### src/rtl/scr_status_pulse_encoder.sv
// scr_status_pulse_encoder: queues SCR status events and sends them as width-coded pulses by priority
module scr_status_pulse_encoder #(
  parameter int CNT_W  = 6,
  parameter int W_FWD  = 8,
  parameter int W_NEG  = 16,
  parameter int W_FBOD = 32,
  parameter int W_NBOD = 48,
  parameter int GAP    = 16
) (
  input  logic       i_clk_50m,
  input  logic       i_rst_n,
  input  logic       i_forward_state,
  input  logic       i_negative_state,
  input  logic       i_forward_bod,
  input  logic       i_negative_bod,
  input  logic       i_signal_forbid,
  output logic       o_signal,
  output logic       o_busy,
  output logic [3:0] o_pending,
  output logic       o_overflow
);
  localparam int CMAX = (1 << CNT_W) - 1;
  localparam logic [1:0] S_IDLE = 2'd0, S_PULSE = 2'd1, S_GAP = 2'd2;

  generate
    if (W_FWD < 1 || W_FWD > CMAX || W_NEG < 1 || W_NEG > CMAX || W_FBOD < 1 || W_FBOD > CMAX ||
        W_NBOD < 1 || W_NBOD > CMAX || GAP < 1 || GAP > CMAX) begin : g_bad_param
      $error("scr_status_pulse_encoder: width parameter outside 1..2^CNT_W-1");
    end
  endgenerate

  logic [1:0]       state;
  logic [CNT_W-1:0] cnt, w_sel;
  logic [3:0]       cur, prev, ev, sel, clr;
  logic             start;

  assign cur = {i_negative_bod, i_forward_bod, i_negative_state, i_forward_state};
  assign ev  = cur & ~prev;

  always_comb begin
    sel   = o_pending[3] ? 4'b1000 : o_pending[2] ? 4'b0100 : o_pending[1] ? 4'b0010 :
            o_pending[0] ? 4'b0001 : 4'b0000;
    w_sel = o_pending[3] ? CNT_W'(W_NBOD - 1) : o_pending[2] ? CNT_W'(W_FBOD - 1) :
            o_pending[1] ? CNT_W'(W_NEG - 1) : CNT_W'(W_FWD - 1);
    start = |o_pending && !i_signal_forbid && (state == S_IDLE || (state == S_GAP && cnt == '0));
    clr   = start ? sel : 4'b0000;
  end

  // a new event on a bit being cleared this cycle re-queues it rather than overflowing
  always_ff @(posedge i_clk_50m) begin
    if (!i_rst_n) begin
      state      <= S_IDLE;
      cnt        <= '0;
      prev       <= cur;
      o_pending  <= 4'b0000;
      o_overflow <= 1'b0;
    end else begin
      prev       <= cur;
      o_pending  <= (o_pending & ~clr) | ev;
      o_overflow <= o_overflow | |(ev & o_pending & ~clr);
      if (start) begin
        state <= S_PULSE;
        cnt   <= w_sel;
      end else if (state == S_PULSE) begin
        state <= cnt == '0 ? S_GAP : S_PULSE;
        cnt   <= cnt == '0 ? CNT_W'(GAP - 1) : cnt - 1'b1;
      end else if (state == S_GAP) begin
        state <= cnt == '0 ? S_IDLE : S_GAP;
        cnt   <= cnt == '0 ? '0 : cnt - 1'b1;
      end else begin
        state <= S_IDLE;
        cnt   <= '0;
      end
    end
  end

  assign o_signal = state == S_PULSE;
  assign o_busy   = state != S_IDLE;
endmodule
### config.mk
export PLATFORM = sky130hd
export DESIGN_NAME = scr_status_pulse_encoder
export DESIGN_NICKNAME = d
export VERILOG_FILES = /design/src/rtl/scr_status_pulse_encoder.sv
export SDC_FILE = /design/constraint.sdc
export NUM_CORES = 1
export LEC_CHECK = 0
export CAP_MARGIN = 20
export CELL_PAD_IN_SITES_DETAIL_PLACEMENT = 0
export CELL_PAD_IN_SITES_GLOBAL_PLACEMENT = 1
export CORE_UTILIZATION = 35
export CTS_CLUSTER_SIZE = 24
export DETAILED_ROUTE_END_ITERATION = 16
export PLACE_DENSITY_LB_ADDON = 0.12
export SYNTH_ARGS = -nofsm -noshare
export SYNTH_HDL_FRONTEND = slang
export SYNTH_SLANG_ARGS = --single-unit
### constraint.sdc
create_clock -name i_clk_50m -period 1.4 [get_ports i_clk_50m]
set_input_delay 0.28 -clock i_clk_50m [delete_from_list [all_inputs] [get_ports i_clk_50m]]
set_output_delay 0.28 -clock i_clk_50m [all_outputs]
set_load 0.005 [all_outputs]
# Word level (Yosys, flattened, before mapping)

Cells that the tools add are included.

Add/subtract/negate cells: 1
Equal/unequal tests: 2
Mux-type cells: 18
Bitwise logic cells: 9
Reductions and logical operators: 11

Operators by type and width:

| cell                                                                | number |
|---|---|
| 6-bit two-way mux                                                   | 6 |
| 4-bit AND                                                           | 4 |
| 4-bit two-way mux                                                   | 3 |
| 2-bit two-way mux                                                   | 5 |
| 4-bit NOT                                                           | 2 |
| 4-bit OR reduction                                                  | 2 |
| 6-bit logical NOT                                                   | 1 |
| 6-bit by 1-bit subtractor with 6-bit output (second input constant) | 1 |
| 5-bit two-way mux                                                   | 1 |
| 4-bit bitwise OR                                                    | 1 |
| 1-bit logical AND                                                   | 3 |
| 3-bit two-way mux                                                   | 1 |
| 2-bit by 1-bit == test with 1-bit output (second input constant)    | 1 |
| 2-bit == test (second input constant)                               | 1 |
| 2-bit logical NOT                                                   | 1 |
| 1-bit two-way mux                                                   | 2 |
| 2-bit nonzero test                                                  | 1 |
| 2-bit OR reduction                                                  | 1 |
| 1-bit logical NOT                                                   | 1 |
| 1-bit logical OR                                                    | 1 |
| 1-bit NOT                                                           | 1 |
| 1-bit bitwise OR                                                    | 1 |

Bits in registers: 17
Input port bits: 7
Output and inout port bits: 7
Word-level logic and storage cells: 47

# Depth between registers and ports, before layout

Gate-level depths: netlist of the first run.

Word-level depth: 9
Gate-level depth with buffers: 7
Mapped depth without buffers: 7

# Worst setup path before layout of the first run

Ideal clock, no wire load.

Kind: register -> register
Start point: reg o_pending[3]
End point: reg cnt[3]
Data arrival time: 1.459 ns
Required time: 1.285 ns
Slack: -0.174 ns
Cell stages (with the launch flop): 8
Buffers on the path: 2
Period minus slack after synthesis: 1.574 ns
Path through: dfxtp_1 > buf_6 > or2_1 > buf_6 > o31a_4 > o21bai_4 > a21oi_1 > o21a_1

Word-level cells in the longest chain between the ends: 4

RTL lines:

| element                         | line | text |
|---|---|---|
| start: declaration              | 19   | `output logic [3:0] o_pending,` |
| start signal: assignment        | 59   | `o_pending <= (o_pending & ~clr) \| ev;` |
| 4-bit OR reduction              | 45   | `start = \|o_pending && !i_signal_forbid && (state == S_IDLE \|\| (state == S_GAP && cnt == '0));` |
| 1-bit logical AND (2 in series) | 45   |  |
| 6-bit two-way mux *             | 61   | `if (start) begin` |
| end signal: assignment          | 63   | `cnt <= w_sel;` |
| end signal: assignment          | 66   | `cnt <= cnt == '0 ? CNT_W'(GAP - 1) : cnt - 1'b1;` |
| end signal: assignment          | 69   | `cnt <= cnt == '0 ? '0 : cnt - 1'b1;` |
| end: declaration                | 33   | `logic [CNT_W-1:0] cnt, w_sel;` |

Mark *: on every way between the ends. The rest lies on a longest branch, timed or not.
A chain may end at the register's enable or synchronous reset.

# Worst setup path after layout of the first run

Start point: reg cnt[2]
End point: reg o_pending[2]

Word-level cells in the longest chain between the ends: 8

RTL lines:

| element           | line | text |
|---|---|---|
| 6-bit logical NOT | 45   |  |
| 1-bit logical AND | 45   |  |
| 1-bit logical OR  | 45   |  |
| 1-bit logical AND | 45   |  |
| 4-bit two-way mux | 46   | `clr = start ? sel : 4'b0000;` |
| 4-bit NOT         | 59   |  |
| 4-bit AND         | 59   |  |
| 4-bit bitwise OR  | 59   |  |

Every way passes these cells.

==> results of run 1 <==
layer usage:
layer | GRT usage | share of wire | up-vias
li1 | - | - | 438
met1 | 0.259 | 0.50 | 387
met2 | 0.280 | 0.46 | 19
met3 | 0.0261 | 0.035 | 2
met4 | 0.0658 | 0.0065 | 0
met5 | 0 | 0 | -
metrics by stage:
step | utilization | power, mW | setup WS, ns | setup TNS [ns] | hold WS (ns)
6_report | 0.616 | 1.96 | -0.174 | -1.63 | 0.438
5_1_grt | 0.616 | 2.10 | -0.227 | -2.43 | 0.423
4_1_cts | 0.605 | 1.92 | -0.151 | -1.25 | 0.431
3_3_place_gp | 0.536 | 1.47 | -0.227 | -2.11 | 0.513
3_5_place_dp | 0.536 | 1.48 | -0.269 | -2.43 | 0.520
2_1_floorplan | - | 1.15 | -0.168 | -0.958 | 0.308
cell families (layout without fill, tap and decap cells):
logic type | Yosys count | count (layout) | synth area share
compound gates | 30 | 30 | 0.260
simple gates | 39 | 39 | 0.245
mux | 1 | 1 | 0.0128
fa+ha+maj | 2 | 2 | 0.0284
flops | 17 | 17 | 0.386
buf+inv | 5 | 50 | 0.0383
xor+xnor | 3 | 3 | 0.0298
Yosys cell counts (2+ instances only):
cell / number / area share
o21ai_0: 5 / 0.028
inv_1: 2 / 0.0085
nor2_1: 6 / 0.026
o21a_1: 7 / 0.060
a21oi_1: 6 / 0.034
nor3_1: 3 / 0.017
xnor2_1: 3 / 0.030
ha_1: 2 / 0.028
or2_1: 3 / 0.021
buf_6: 2 / 0.026
o2111ai_1: 2 / 0.020
a21boi_1: 2 / 0.017
nor2b_1: 8 / 0.057
dfxtp_1: 17 / 0.39
nand2_1: 9 / 0.038
path summary, 6_finish.rpt:
kind / startpoint / to / slack (ns) / cells past startpoint
max: cnt[2] / o_pending[2] / -0.17 / 5
min: i_negative_state / prev[1] / 0.44 / 1
max reg2reg: cnt[2] / o_pending[2] / -0.17 / 5
min reg2reg: prev[0] / o_pending[0] / 0.53 / 3
state kept, by name (all words and copies together), names as in the netlist:
name and count:
cnt 6, o_overflow 1, o_pending 4, prev 4, state 2
worst max-delay path, stage by stage (launching register included):
cell and delay (ns):
dfxtp_2 0.34, or3_4 0.43, o21ai_4 0.24, nand2_4 0.13, o21a_1 0.19, o21a_1 0.16
cell type report:
| type | instances | area share |
|---|---|---|
| clock buffers | 3 | 0.0159 |
| well taps | 28 | 0.0248 |
| flip-flops and latches | 17 | 0.248 |
| multi-input cells | 75 | 0.432 |
| inverters | 2 | 0.00531 |
| repair buffers | 44 | 0.271 |
| clock inverters | 1 | 0.00354 |
where the power goes:
part,leakage [nW],internal (mW),switching [mW]
logic,0.444,0.576,0.509
registers,0.144,0.557,0.0378
clock network,0.0177,0.106,0.169
total,0.605,1.24,0.716
repair_timing:
item / CTS / global route
gates resized for setup: 34 / 6
buffers inserted: 8 / 1
pin swaps: 10 / 6
hold endpoints to repair: 0 / 0
setup endpoints to repair: 19 / 14
==> flow_metrics.env, run 1 <==
export IMPL_ys_ff_latch=17
export IMPL_cp_max_fo=8
export IMPL_yosysUniqueCellTypes=35
export IMPL_drt_wl_total_um=2160
export IMPL_crit_arrival_ns=1.77
export IMPL_core_rowCount=17
export IMPL_rsz0062_at_grt="true"
export IMPL_async_reset_ff_frac=0
export IMPL_worstSetupPathType="register to register"
export IMPL_syn_area_um2=882
export IMPL_post_place_cells=157
export IMPL_cts_made_buffers=3
export IMPL_cts_tree="yes"
export IMPL_core_um2=2300
export IMPL_die_h_um=52.2
export IMPL_grt_overflow_total=0
export IMPL_setup_ws_ns=-0.174
export IMPL_antenna_found_initial=0
export IMPL_synth_fp_nets=106
export IMPL_postPlaceCellArea_um2=1230
export IMPL_p_per_area_nw_per_um2=1380
export IMPL_n_antenna_cell=0
export IMPL_hold_path_class="primary input to register"
export IMPL_root_buffer="clkbuf_4"
export IMPL_vias_per_cell=4.98
export IMPL_clk_pin_slew_worst_paths_ns=0.11
export IMPL_htree_num_levels=1
export IMPL_nFillCells=213
export IMPL_critPathCaptureType="register"
export IMPL_portBuffers=13
export IMPL_postRouteAntennaNets=0
export IMPL_post_dp_hpwl_um=1490
export IMPL_die_area_um2=2720
export IMPL_critPathLaunchType="register"
export IMPL_maxSlewHeadroom=0.809
export IMPL_hold_viol_final=0
export IMPL_setup_violations=13
export IMPL_hold_buffers=0
export IMPL_syn_inst=97
export IMPL_dr_pass1_iters=4
export IMPL_drive_gt1_frac=0.500
export IMPL_max_freq_ghz=0.635
export IMPL_instances_no_fill=170
export IMPL_clockBufferDepth=2
export IMPL_violations="setup timing"
export IMPL_leakage_nw=0.605
export IMPL_vias=846
export IMPL_drc_errors=0
export IMPL_fp_dieW_um=52.2
export IMPL_wire_per_inst_um=12.7
export IMPL_skew_ns=0.000691
export IMPL_vdd_drop_max_mv=1.12
export IMPL_avgSynthCellArea_um2=9.09
export IMPL_period_share=1.12
export IMPL_cts_sinks=17
export IMPL_clkLatencyLatePin_ns=0.29
export IMPL_ys_flop_type="dfxtp_1"
export IMPL_regArea_um2=350
export IMPL_ios=14
export IMPL_min_period_ns=1.57
export IMPL_maxSlewViolCount=0
export IMPL_tightest_slew_ns=0.286
export IMPL_final_common_cell="buf_4"
export IMPL_grt_usage=0.183
export IMPL_multi_input_area_um2=612
export IMPL_synth_edff_count=0
export IMPL_required_ns=1.60
export IMPL_yosysSeqAreaShare=0.386
export IMPL_outcome="finished, violations left"
export IMPL_yosysWarnings=0
export IMPL_area_delta_synth_final_pct=60.4
export IMPL_start_util=0.384
export IMPL_design_area_um2=1420
export IMPL_layout_common_cells="buf_4 (26), dfxtp_1 (9), dfxtp_2 (8)"
export IMPL_fin_nets=152
export IMPL_grt_start_max_net_pins=17
export IMPL_gp_congestion=0.816
export IMPL_drt_iter0_markers=13
export IMPL_grt_pass1_wl_um=3580
export IMPL_drv_cap=0
export IMPL_grt_pass1_vias=784
Note: power is estimated with default switching activity, not from simulation.
==> inputs of run 2 (changes only) <==
--- a/config.mk
+++ b/config.mk
@@ -12,6 +12,7 @@
 export CTS_CLUSTER_SIZE = 24
 export DETAILED_ROUTE_END_ITERATION = 16
 export PLACE_DENSITY_LB_ADDON = 0.12
+export REMOVE_ABC_BUFFERS = 1
 export SYNTH_ARGS = -nofsm -noshare
 export SYNTH_HDL_FRONTEND = slang
 export SYNTH_SLANG_ARGS = --single-unit
==> run 2 against run 1 <==
The run still ends with setup timing left. Combinational power rose by 8%. Flip-flop and latch count did not move. Global-route usage fell by 0.18 points. Clock skew rose by 0.0078 ns. Die area did not move. Final area rose by 1.4%. Final cell count rose by 1.2%. Worst hold slack barely moved.
==> flow_metrics.env, run 2 (synthesis results as in run 1) <==
export IMPL_outcome="finished, violations left"
export IMPL_violations="setup timing"
export IMPL_final_common_cell="buf_4"
export IMPL_p_per_area_nw_per_um2=1420
export IMPL_fin_nets=154
export IMPL_instances_no_fill=172
export IMPL_grt_pass1_wl_um=3510
export IMPL_wl_met3_um=90
export IMPL_core_rowCount=17
export IMPL_fp_dieW_um=52.2
export IMPL_min_path_cells=1
export IMPL_top_layer="met4"
export IMPL_htree_num_levels=1
export IMPL_setup_violations=12
export IMPL_r2r_end="cnt[3]"
export IMPL_totalPowerFinal_mw=2.04
export IMPL_r2r_slack_ns=-0.15
export IMPL_hold_start="i_forward_state"
export IMPL_cp_max_fo=8
export IMPL_hold_ws_ns=0.438
export IMPL_cts_sinks=17
export IMPL_cts_tree="yes"
export IMPL_maxSlewViolCount=0
export IMPL_vias=851
export IMPL_post_place_cells=159
export IMPL_grt_start_max_net_pins=17
export IMPL_min_period_ns=1.55
export IMPL_max_freq_ghz=0.643
export IMPL_start_util=0.384
export IMPL_rsz0062_at_grt="true"
export IMPL_hold_viol_final=0
export IMPL_tightest_slew_ns=0.289
export IMPL_drive_gt1_frac=0.514
export IMPL_dr_pass1_iters=4
export IMPL_gp_congestion=0.810
export IMPL_maxSlewHeadroom=0.807
export IMPL_r2r_start="cnt[3]"
export IMPL_clkLatencyLatePin_ns=0.30
export IMPL_required_ns=1.59
export IMPL_postPlaceCellArea_um2=1210
export IMPL_setup_ws_ns=-0.155
export IMPL_utilization=0.625
export IMPL_cts_made_buffers=3
export IMPL_post_dp_hpwl_um=1500
export IMPL_finalSetupTns_ns=-1.04
export IMPL_wire_per_inst_um=12.7
export IMPL_ios=14
export IMPL_drt_met1_wl_um=1010
export IMPL_drt_wl_total_um=2190
export IMPL_drv_cap=0
export IMPL_layout_common_cells="buf_4 (26), dfxtp_2 (9), dfxtp_1 (8)"
export IMPL_hold_end="prev[0]"
export IMPL_regMostFlops="cnt"
export IMPL_portBuffers=13
export IMPL_area_delta_synth_final_pct=62.7
export IMPL_vdd_drop_max_mv=1.11
export IMPL_hold_buffers=0
export IMPL_core_um2=2300
export IMPL_die_h_um=52.2
export IMPL_critPathCaptureType="register"
export IMPL_drt_iter0_markers=9
export IMPL_ff2ff_path_depth=5
export IMPL_grt_usage=0.181
export IMPL_grt_overflow_total=0
export IMPL_design_area_um2=1440
export IMPL_top_regs="cnt x6, o_pending x4, prev x4"
export IMPL_pre_cts_ws_ns=-0.249
export IMPL_postRouteAntennaNets=0
export IMPL_critPathLaunchType="register"
export IMPL_n_antenna_cell=0
export IMPL_hold_path_class="primary input to register"
export IMPL_vias_per_cell=4.95
export IMPL_clockBufferDepth=2
export IMPL_grt_pass1_vias=808
export IMPL_crit_arrival_ns=1.75
export IMPL_die_area_um2=2720
export IMPL_drc_errors=0
export IMPL_largest_reg_flops=6
export IMPL_antenna_found_initial=0
export IMPL_period_share=1.11
export IMPL_dr_wl_met2_um=1070
export IMPL_worstSetupPathType="register to register"
export IMPL_leakage_nw=0.616
export IMPL_skew_ns=0.00845
export IMPL_clk_pin_slew_worst_paths_ns=0.11
export IMPL_root_buffer="clkbuf_4"
-- run 2: cell count changes in the layout (fill, tap and decap cells not counted), moves of 2 or more --
cell / delta
buf_6: +3
nor2_1: -2
nor2_4: +2
o21ai_0: -3
o21ai_1: +3
-- run 2: routing by layer --
metal  vias to the layer above  track usage
li1                        441            -
met1                       391        0.214
met2                        17        0.308
met3                         2       0.0609
met4                         0       0.0526
met5                         -            0
-- run 2: area by class of cell --
class	instances	area [um2]
Inverter	2	7.51
Clock buffer	4	26.3
Multi-Input combinational cell	75	618
Timing Repair Buffer	46	397
Tap cell	28	35.0
Fill cell	207	862
Sequential cell	17	352
-- run 2: timing repair --
| item | in CTS | in global routing |
|---|---|---|
| endpoints found under the setup margin | 20 | 14 |
| pin swaps | 13 | 4 |
| gates resized for setup | 41 | 14 |
| hold endpoints to repair | 0 | 0 |
| setup buffers | 7 | 2 |
-- run 2: where the power goes --
| part | switching, mW | total [mW] | internal, mW |
|---|---|---|---|
| registers | 0.0354 | 0.595 | 0.560 |
| clock network | 0.163 | 0.273 | 0.111 |
| logic | 0.548 | 1.18 | 0.627 |
-- run 2: worst max-delay path, stage by stage, from the launching register on --
cell	delay (ns)
dfxtp_2	0.33
or3_4	0.42
o21ai_4	0.23
nand2_4	0.12
o31a_1	0.26
o21a_1	0.10
-- run 2: worst max path at each step --
stage / startpoint / end / slack [ns] / cells past startpoint
after floorplan: cnt[2] / cnt[5] / -0.12 / 5
after CTS: o_pending[3] / cnt[3] / -0.15 / 6
final: cnt[3] / cnt[3] / -0.15 / 5
after detailed placement: i_signal_forbid / cnt[3] / -0.25 / 6
after global routing: cnt[3] / cnt[3] / -0.22 / 5
after global placement: i_signal_forbid / cnt[3] / -0.27 / 6
==> inputs of run 3 (changes only) <==
--- a/config.mk
+++ b/config.mk
@@ -13,6 +13,7 @@
 export DETAILED_ROUTE_END_ITERATION = 16
 export PLACE_DENSITY_LB_ADDON = 0.12
 export REMOVE_ABC_BUFFERS = 1
+export SKIP_CTS_REPAIR_TIMING = 1
 export SYNTH_ARGS = -nofsm -noshare
 export SYNTH_HDL_FRONTEND = slang
 export SYNTH_SLANG_ARGS = --single-unit
==> run 3 against run 2 <==
The run still ends with setup timing left. Core utilization is 2.2 points lower. Critical path depth up 1. Worst hold slack gained 0.0050 ns. Fmax is 2.8% lower. Critical path type unchanged. Routed wire length shrank 4.8%. Non-clock buffer count decreased by 7. Register-to-register slack lost 0.05 ns. Largest power group unchanged. Largest cell class unchanged.
==> flow_metrics.env, run 3 (synthesis results as in run 1) <==
export IMPL_cts_sinks=17
export IMPL_rsz0062_at_grt="true"
export IMPL_drc_errors=0
export IMPL_drive_gt1_frac=0.460
export IMPL_clk_pin_slew_worst_paths_ns=0.10
export IMPL_drt_wl_total_um=2080
export IMPL_cts_tree="yes"
export IMPL_largest_reg_flops=6
export IMPL_root_buffer="clkbuf_4"
export IMPL_portBuffers=13
export IMPL_postPlaceCellArea_um2=1210
export IMPL_grt_overflow_total=0
export IMPL_drv_cap=0
export IMPL_totalPowerFinal_mw=1.95
export IMPL_period_share=1.14
export IMPL_clkLatencyLatePin_ns=0.29
export IMPL_grt_pass1_wl_um=3270
export IMPL_core_rowCount=17
export IMPL_hold_ws_ns=0.443
export IMPL_gp_congestion=0.810
export IMPL_vdd_drop_max_mv=0.979
export IMPL_p_per_area_nw_per_um2=1410
export IMPL_hold_viol_final=0
export IMPL_vias=810
export IMPL_antenna_found_initial=0
export IMPL_clockBufferDepth=2
export IMPL_r2r_end="cnt[3]"
export IMPL_outcome="finished, violations left"
export IMPL_ff2ff_path_depth=6
export IMPL_fp_dieW_um=52.2
export IMPL_drt_met1_wl_um=1010
export IMPL_cp_max_fo=4
export IMPL_core_um2=2300
export IMPL_crit_arrival_ns=1.79
export IMPL_wire_per_inst_um=12.6
export IMPL_max_freq_ghz=0.625
export IMPL_wl_met3_um=69
export IMPL_start_util=0.384
export IMPL_top_layer="met4"
export IMPL_r2r_start="o_pending[2]"
export IMPL_postRouteAntennaNets=0
export IMPL_required_ns=1.59
export IMPL_post_dp_hpwl_um=1500
export IMPL_cts_made_buffers=3
export IMPL_die_h_um=52.2
export IMPL_fin_nets=147
export IMPL_critPathCaptureType="register"
export IMPL_min_period_ns=1.60
export IMPL_n_antenna_cell=0
export IMPL_crit_end="cnt[3]"
export IMPL_worstSetupPathType="register to register"
export IMPL_dr_pass1_iters=4
export IMPL_worstSetupStartpoint="o_pending[2]"
export IMPL_finalSetupTns_ns=-1.44
export IMPL_setup_violations=11
export IMPL_tightest_slew_ns=0.256
export IMPL_grt_usage=0.169
export IMPL_maxSlewViolCount=0
export IMPL_setup_ws_ns=-0.200
export IMPL_htree_num_levels=1
export IMPL_drt_iter0_markers=10
export IMPL_design_area_um2=1390
export IMPL_utilization=0.603
export IMPL_regMostFlops="cnt"
export IMPL_grt_pass1_vias=742
export IMPL_layout_common_cells="buf_4 (22), dfxtp_1 (11), nor2b_1 (8)"
export IMPL_die_area_um2=2720
export IMPL_nFillCells=211
export IMPL_ios=14
export IMPL_grt_start_max_net_pins=17
export IMPL_r2r_slack_ns=-0.20
export IMPL_dr_wl_met2_um=986
export IMPL_leakage_nw=0.640
export IMPL_skew_ns=0.00586
export IMPL_hold_path_class="primary input to register"
export IMPL_maxSlewHeadroom=0.828
export IMPL_violations="setup timing"
export IMPL_final_common_cell="buf_4"
export IMPL_vias_per_cell=4.91
export IMPL_top_regs="cnt x6, o_pending x4, prev x4"
export IMPL_area_delta_synth_final_pct=57.0
export IMPL_critPathLaunchType="register"
## run 3: per-stage QoR
step	setup slack, ns	instances
after global placement	-0.271	159
final	-0.200	165
after CTS	-0.265	163
after global routing	-0.243	165
after floorplan	-0.118	94
after detailed placement	-0.249	159
## run 3: cell type report
| class | instances | area, um2 | share of cell area |
|---|---|---|---|
| multi-input cells | 75 | 604 | 0.436 |
| repair buffers | 39 | 364 | 0.263 |
| flip-flops and latches | 17 | 348 | 0.251 |
| well taps | 28 | 35.0 | 0.0253 |
| clock buffers | 4 | 26.3 | 0.0190 |
| inverters | 2 | 7.51 | 0.00542 |
## run 3: worst min-delay path by stage
stage / start / end / slack [ns] / cells past startpoint
finish: i_forward_state / prev[0] / 0.44 / 1
global route: i_negative_state / prev[1] / 0.43 / 1
CTS: i_forward_state / prev[0] / 0.43 / 1
detailed placement: prev[0] / o_pending[0] / 0.51 / 3
global placement: prev[0] / o_pending[0] / 0.51 / 3
floorplan: i_forward_state / prev[0] / 0.31 / 0
## run 3: critical path: stages (launching register included)
cell,delay [ns]
dfxtp_2,0.33
or2_4,0.25
o31a_4,0.36
buf_4,0.16
nor2_4,0.15
a21oi_2,0.08
o21a_1,0.16
## run 3: power by group
part | total, mW | switching (mW) | internal (mW)
Sequential | 0.593 | 0.0367 | 0.556
Clock | 0.269 | 0.158 | 0.111
Combinational | 1.09 | 0.506 | 0.585
Total | 1.95 | 0.701 | 1.25
## run 3: routing by layer
layer  global-route usage  vias up
li1                     -      428
met1                0.207      369
met2                0.276       11
met3               0.0609        2
met4               0.0526        0
met5                    0        -
==> patch 1, RTL diff (config.mk and constraints of run 2) <==
`W_FBOD`: 32 -> 24.
--- a/src/rtl/scr_status_pulse_encoder.sv
+++ b/src/rtl/scr_status_pulse_encoder.sv
@@ -3,7 +3,7 @@
   parameter int CNT_W  = 6,
   parameter int W_FWD  = 8,
   parameter int W_NEG  = 16,
-  parameter int W_FBOD = 32,
+  parameter int W_FBOD = 24,
   parameter int W_NBOD = 48,
   parameter int GAP    = 16
 ) (
Behaviour: same outputs for any inputs over 10 cycles, from zero or initial values and one cycle with i_rst_n low; that may be too few to reach the edited logic, so the function may still have changed.
==> patch 1 against run 2 <==
Sequential cell count is the same; total power decreased by 24%; largest power group unchanged; the flow still finishes with violations (setup timing); critical endpoint is now o_overflow; core utilization decreased by 5.4 points; design area down 9.4%; setup slack gained 31 ps; area after synthesis decreased by 2.3%; routed wire length is 1.2% higher.
==> patch 1: results (changes against run 2) <==
pin count of the biggest net entering global routing=11 (-6); compound-cell area share of the yosys netlist=0.2409 (-0.01865); met1 Usage GRT=0.1968 (-0.01760); met2 Track Usage GR=0.3442 (+0.03646); GRT Overall Usage=0.1844 (+0.003444); DRC marker count from the first detailed-route iteration=19 (+10); hold slack=440.4 ps (+2.426 ps); Post-synth top cells=dfxtp_1 (17), a21oi_1 (13), nor2_1 (12); TNS Setup=-799.9 ps (+242.9 ps); GPL Wtd Cong=0.8634 (+6.6%); placed inst area=1146 um^2 (-5.6%); end point of the worst hold path=prev[1]; worst r2r dst=o_overflow; setup slack after placement=-258.1 ps (-8.817 ps); Layout Skew=5.505 ps (-2.945 ps); XOR/XNOR Fraction of Synth Area=0.03048 (+0.0006917); failing checks=setup timing; met2 WL=1172 um (+9.3%); HP Start=i_negative_state; critical path class=reg2reg; Seq/Total Area, Yosys=0.3948 (+0.008959); worst vdd ir=0.0006769 V (-39%); Max-slew headroom=0.7590 (-0.04787); PnR worst setup slack=-123.6 ps (+30.94 ps); outcome=finished with violations; post-synth top area share=0.3948 (+0.008959); drt total wl=2214 um (+1.2%); worst reg2reg setup slack=-120 ps (+30 ps); syn_area_per_cell=8.210 um^2 (-9.7%); share of cells above drive strength 1=0.4296 (-0.08431); CP max FO=6 (-2); nets=152 (-1.3%); CTS max path bufs=2 (unchanged); Post-CTS Setup Inserts=3 (-4); vias in the first global route=839 (+3.8%); Adder-Cell Fraction of Synth Area=0.02903 (+0.0006588); Placed Cells=161 (+1.3%); NetSw=0.5703 mW (-24%); Worst Path Arrival=1710 ps (-40 ps); Final setup viols=12 (unchanged); switching share of power=0.3650 (about the same); routed wl met3=84 um (-6.7%); Via density=5.176 (+4.6%); Avg WL per Cell=13.02 um (+2.4%); mux share of post-synthesis cell area=0.01161 (-0.001155); crit-path max cell delay=440 ps (+20 ps); post-synthesis cell type count=31 (-11%); top post-synthesis cells by area=dfxtp_1 (39%), a21oi_1 (7.5%), nor2_1 (5.2%); met3 usage=0.05848 (-0.002390); DPL Wire Length=1529 um (+2.0%); first-pass GRT wire length=3567 um (+1.8%); Combinational Power=0.726 mW (-38%)
[patch 1: changes by cell type after synthesis, moves of 3 or more]
| cell | run 2 | this run |
|---|---|---|
| a21oi_1 | 6 | 13 |
| inv_1 | 2 | 6 |
| nand2_1 | 9 | 6 |
| nor2_1 | 6 | 12 |
| nor2b_1 | 8 | 3 |
| nor3_1 | 3 | 6 |
| o21a_1 | 7 | 0 |
| or2_1 | 3 | 0 |
[patch 1: critical path, delay by kind of cell (launching register included)]
family / cells / cell delay, ps
simple gates: 2 / 550
flops: 1 / 330
compound gates: 3 / 540
[patch 1: cell type report]
cell class	count	share of cell area
multi-input cells	78	0.4312
inverters	7	0.02021
repair buffers	36	0.2300
clock inverters	1	0.003850
well taps	28	0.02695
flip-flops and latches	17	0.2705
clock buffers	3	0.01732
[patch 1: worst max path at each step]
stage | to | cells past startpoint
global placement | o_overflow | 6
floorplan | o_overflow | 5
global route | o_overflow | 5
detailed placement | o_overflow | 6
CTS | o_overflow | 5
finish | o_overflow | 5
==> patch 2, RTL diff (flow settings as in run 2) <==
Made on the original files. Put a register stage on the output `o_signal`, without a reset. The value now appears one clock later. The other outputs are not delayed to match.
--- a/src/rtl/scr_status_pulse_encoder.sv
+++ b/src/rtl/scr_status_pulse_encoder.sv
@@ -74,6 +74,8 @@
     end
   end
 
-  assign o_signal = state == S_PULSE;
+  always_ff @(posedge i_clk_50m) begin
+    o_signal <= state == S_PULSE;
+  end
   assign o_busy   = state != S_IDLE;
 endmodule
Check against the original RTL: not equivalent (a bounded check fails within 4 cycles, from zero or initial values and one cycle with i_rst_n low).
==> patch 2 against run 2 <==
The flow still finishes with violations (setup timing); total power fell by 0.93%; area after synthesis rose by 2.3%; count of clock-buffer cells in the layout did not move; design area fell by 3.3%; via count fell by 1.1%; sequential cell count rose by 1; routed wire length fell by 4.7%; sequential power rose by 4.4%; setup slack barely moved; critical path type unchanged.
==> patch 2: results (changes against run 2) <==
first-pass GRT wire length=3394 um (-3.2%); diode count=0 (unchanged); H-tree depth=1 (unchanged); clk_lat worst skew=300 ps (about the same); IO buf count=13 (unchanged); top post-synthesis cells by area=dfxtp_1 (40%), o21a_1 (5.8%), nor2b_1 (5.5%); Initial DRT Pass Iterations=4 (unchanged); clock root buffer=clkbuf_4; Via density=5.072 (+2.5%); drt total wl=2085 um (-4.7%); HP Start=i_negative_bod; initial antenna violation count=0 (unchanged); Layout Skew=3.728 ps (-4.722 ps); vias in the first global route=798 (-1.2%); Max-slew headroom=0.7979 (-0.009038); share of cells above drive strength 1=0.4485 (-0.06536); Largest regs=cnt x6, o_pending x4, prev x4; Clock Pin Slew Worst Setup and Hold Paths=110 ps (about the same); delay-heaviest family, CP=compound AO/OA/AOI/OAI gates; DPL Wire Length=1428 um (-4.7%); CTS max path bufs=2 (unchanged); Num CTS Buffers=3 (unchanged); ys flop type=dfxtp_1; GPL Wtd Cong=0.8063 (-0.43%); HP Class=in2reg; yosys warns=0 (unchanged); drc violations=0 (unchanged); PnR worst setup slack=-154.5 ps (+0.1020 ps); Worst Path Arrival=between 1500 and 2000 ps; CP max FO=8 (unchanged); Crit. Startpoint=cnt[3]; TNS Setup=-1206 ps (-162.9 ps); FILL cells=229 (+11%); pin count of the biggest net entering global routing=17 (unchanged); CP max stage cell=or3_4; worst vdd ir=0.0008185 V (-26%); Lkg Pwr=0.5895 nW (-4.3%); Seq/Total Area, Yosys=0.3994 (+0.01363); outcome=finished with violations; nets=146 (-5.2%); failing checks=setup timing; DRC marker count from the first detailed-route iteration=12 (+3); Post-synth top cells=dfxtp_1 (18), nand2_1 (9), nor2b_1 (8), o21a_1 (7); crit-path max cell delay=~430 ps; setup slack after placement=-340.1 ps (-90.81 ps); async set-reset flop share out of synthesis=0 (unchanged); Final setup viols=13 (+1); GRT Overall Usage=0.1691 (-0.01192); placed inst area=1191 um^2 (-1.9%); post-synthesis cell type count=35 (unchanged)
[patch 2: layout make-up]
| cell class | instances | area [um^2] | area share |
|---|---|---|---|
| repair buffers | 37 | 321.6 | 0.2317 |
| inverters | 2 | 7.507 | 0.005410 |
| well taps | 30 | 37.54 | 0.02705 |
| clock buffers | 4 | 36.28 | 0.02615 |
| multi-input cells | 75 | 610.6 | 0.4400 |
| flip-flops and latches | 18 | 374.1 | 0.2696 |
[patch 2: final timing paths]
path,end,slack [ps],cells past startpoint
hold / removal,prev[3],430,1
setup reg to reg,cnt[3],-150,5
setup / recovery,cnt[3],-150,5
hold reg to reg,o_pending[0],540,3
[patch 2: kinds of logic (layout without fill, tap and decap cells)]
logic type                 Yosys count  in the layout  synth area share
adders and majority gates            2              2           0.02773
buffers and inverters                5             43           0.03745
AOI/OAI and AO/OA                   30             30            0.2538
and+or+nand+nor                     39             39            0.2400
DFF                                 18             18            0.3995
xor gates and xnor gates             3              3           0.02913
muxes                                1              1           0.01248
[patch 2: through the flow]
stage                     total power, mW  instances
after floorplan                     1.131         95
after global placement              1.447        156
after detailed placement            1.448        156
after CTS                           1.928        164
after global routing                2.169        166
final                               2.025        166
[patch 2: report_power, final]
group / switching, mW / total (mW) / internal [mW]
registers: 0.0326 / 0.621 / 0.588
logic: 0.509 / 1.07 / 0.559
clock network: 0.177 / 0.335 / 0.158
total: 0.719 / 2.02 / 1.31
[patch 2: routing by layer]
metal	part of all wire	GRT usage	vias to the layer above
met4	0.0048	0.06579	0
met5	0	0	-
met2	0.46	0.2679	20
met3	0.042	0.03478	2
li1	-	-	428
met1	0.50	0.2216	392
[patch 2: repair_timing]
action / 4_1_cts / 5_1_grt
pin swaps: 8 / 5
endpoints found under the setup margin: 20 / 13
buffers inserted: 4 / 2
gates resized for setup: 33 / 14
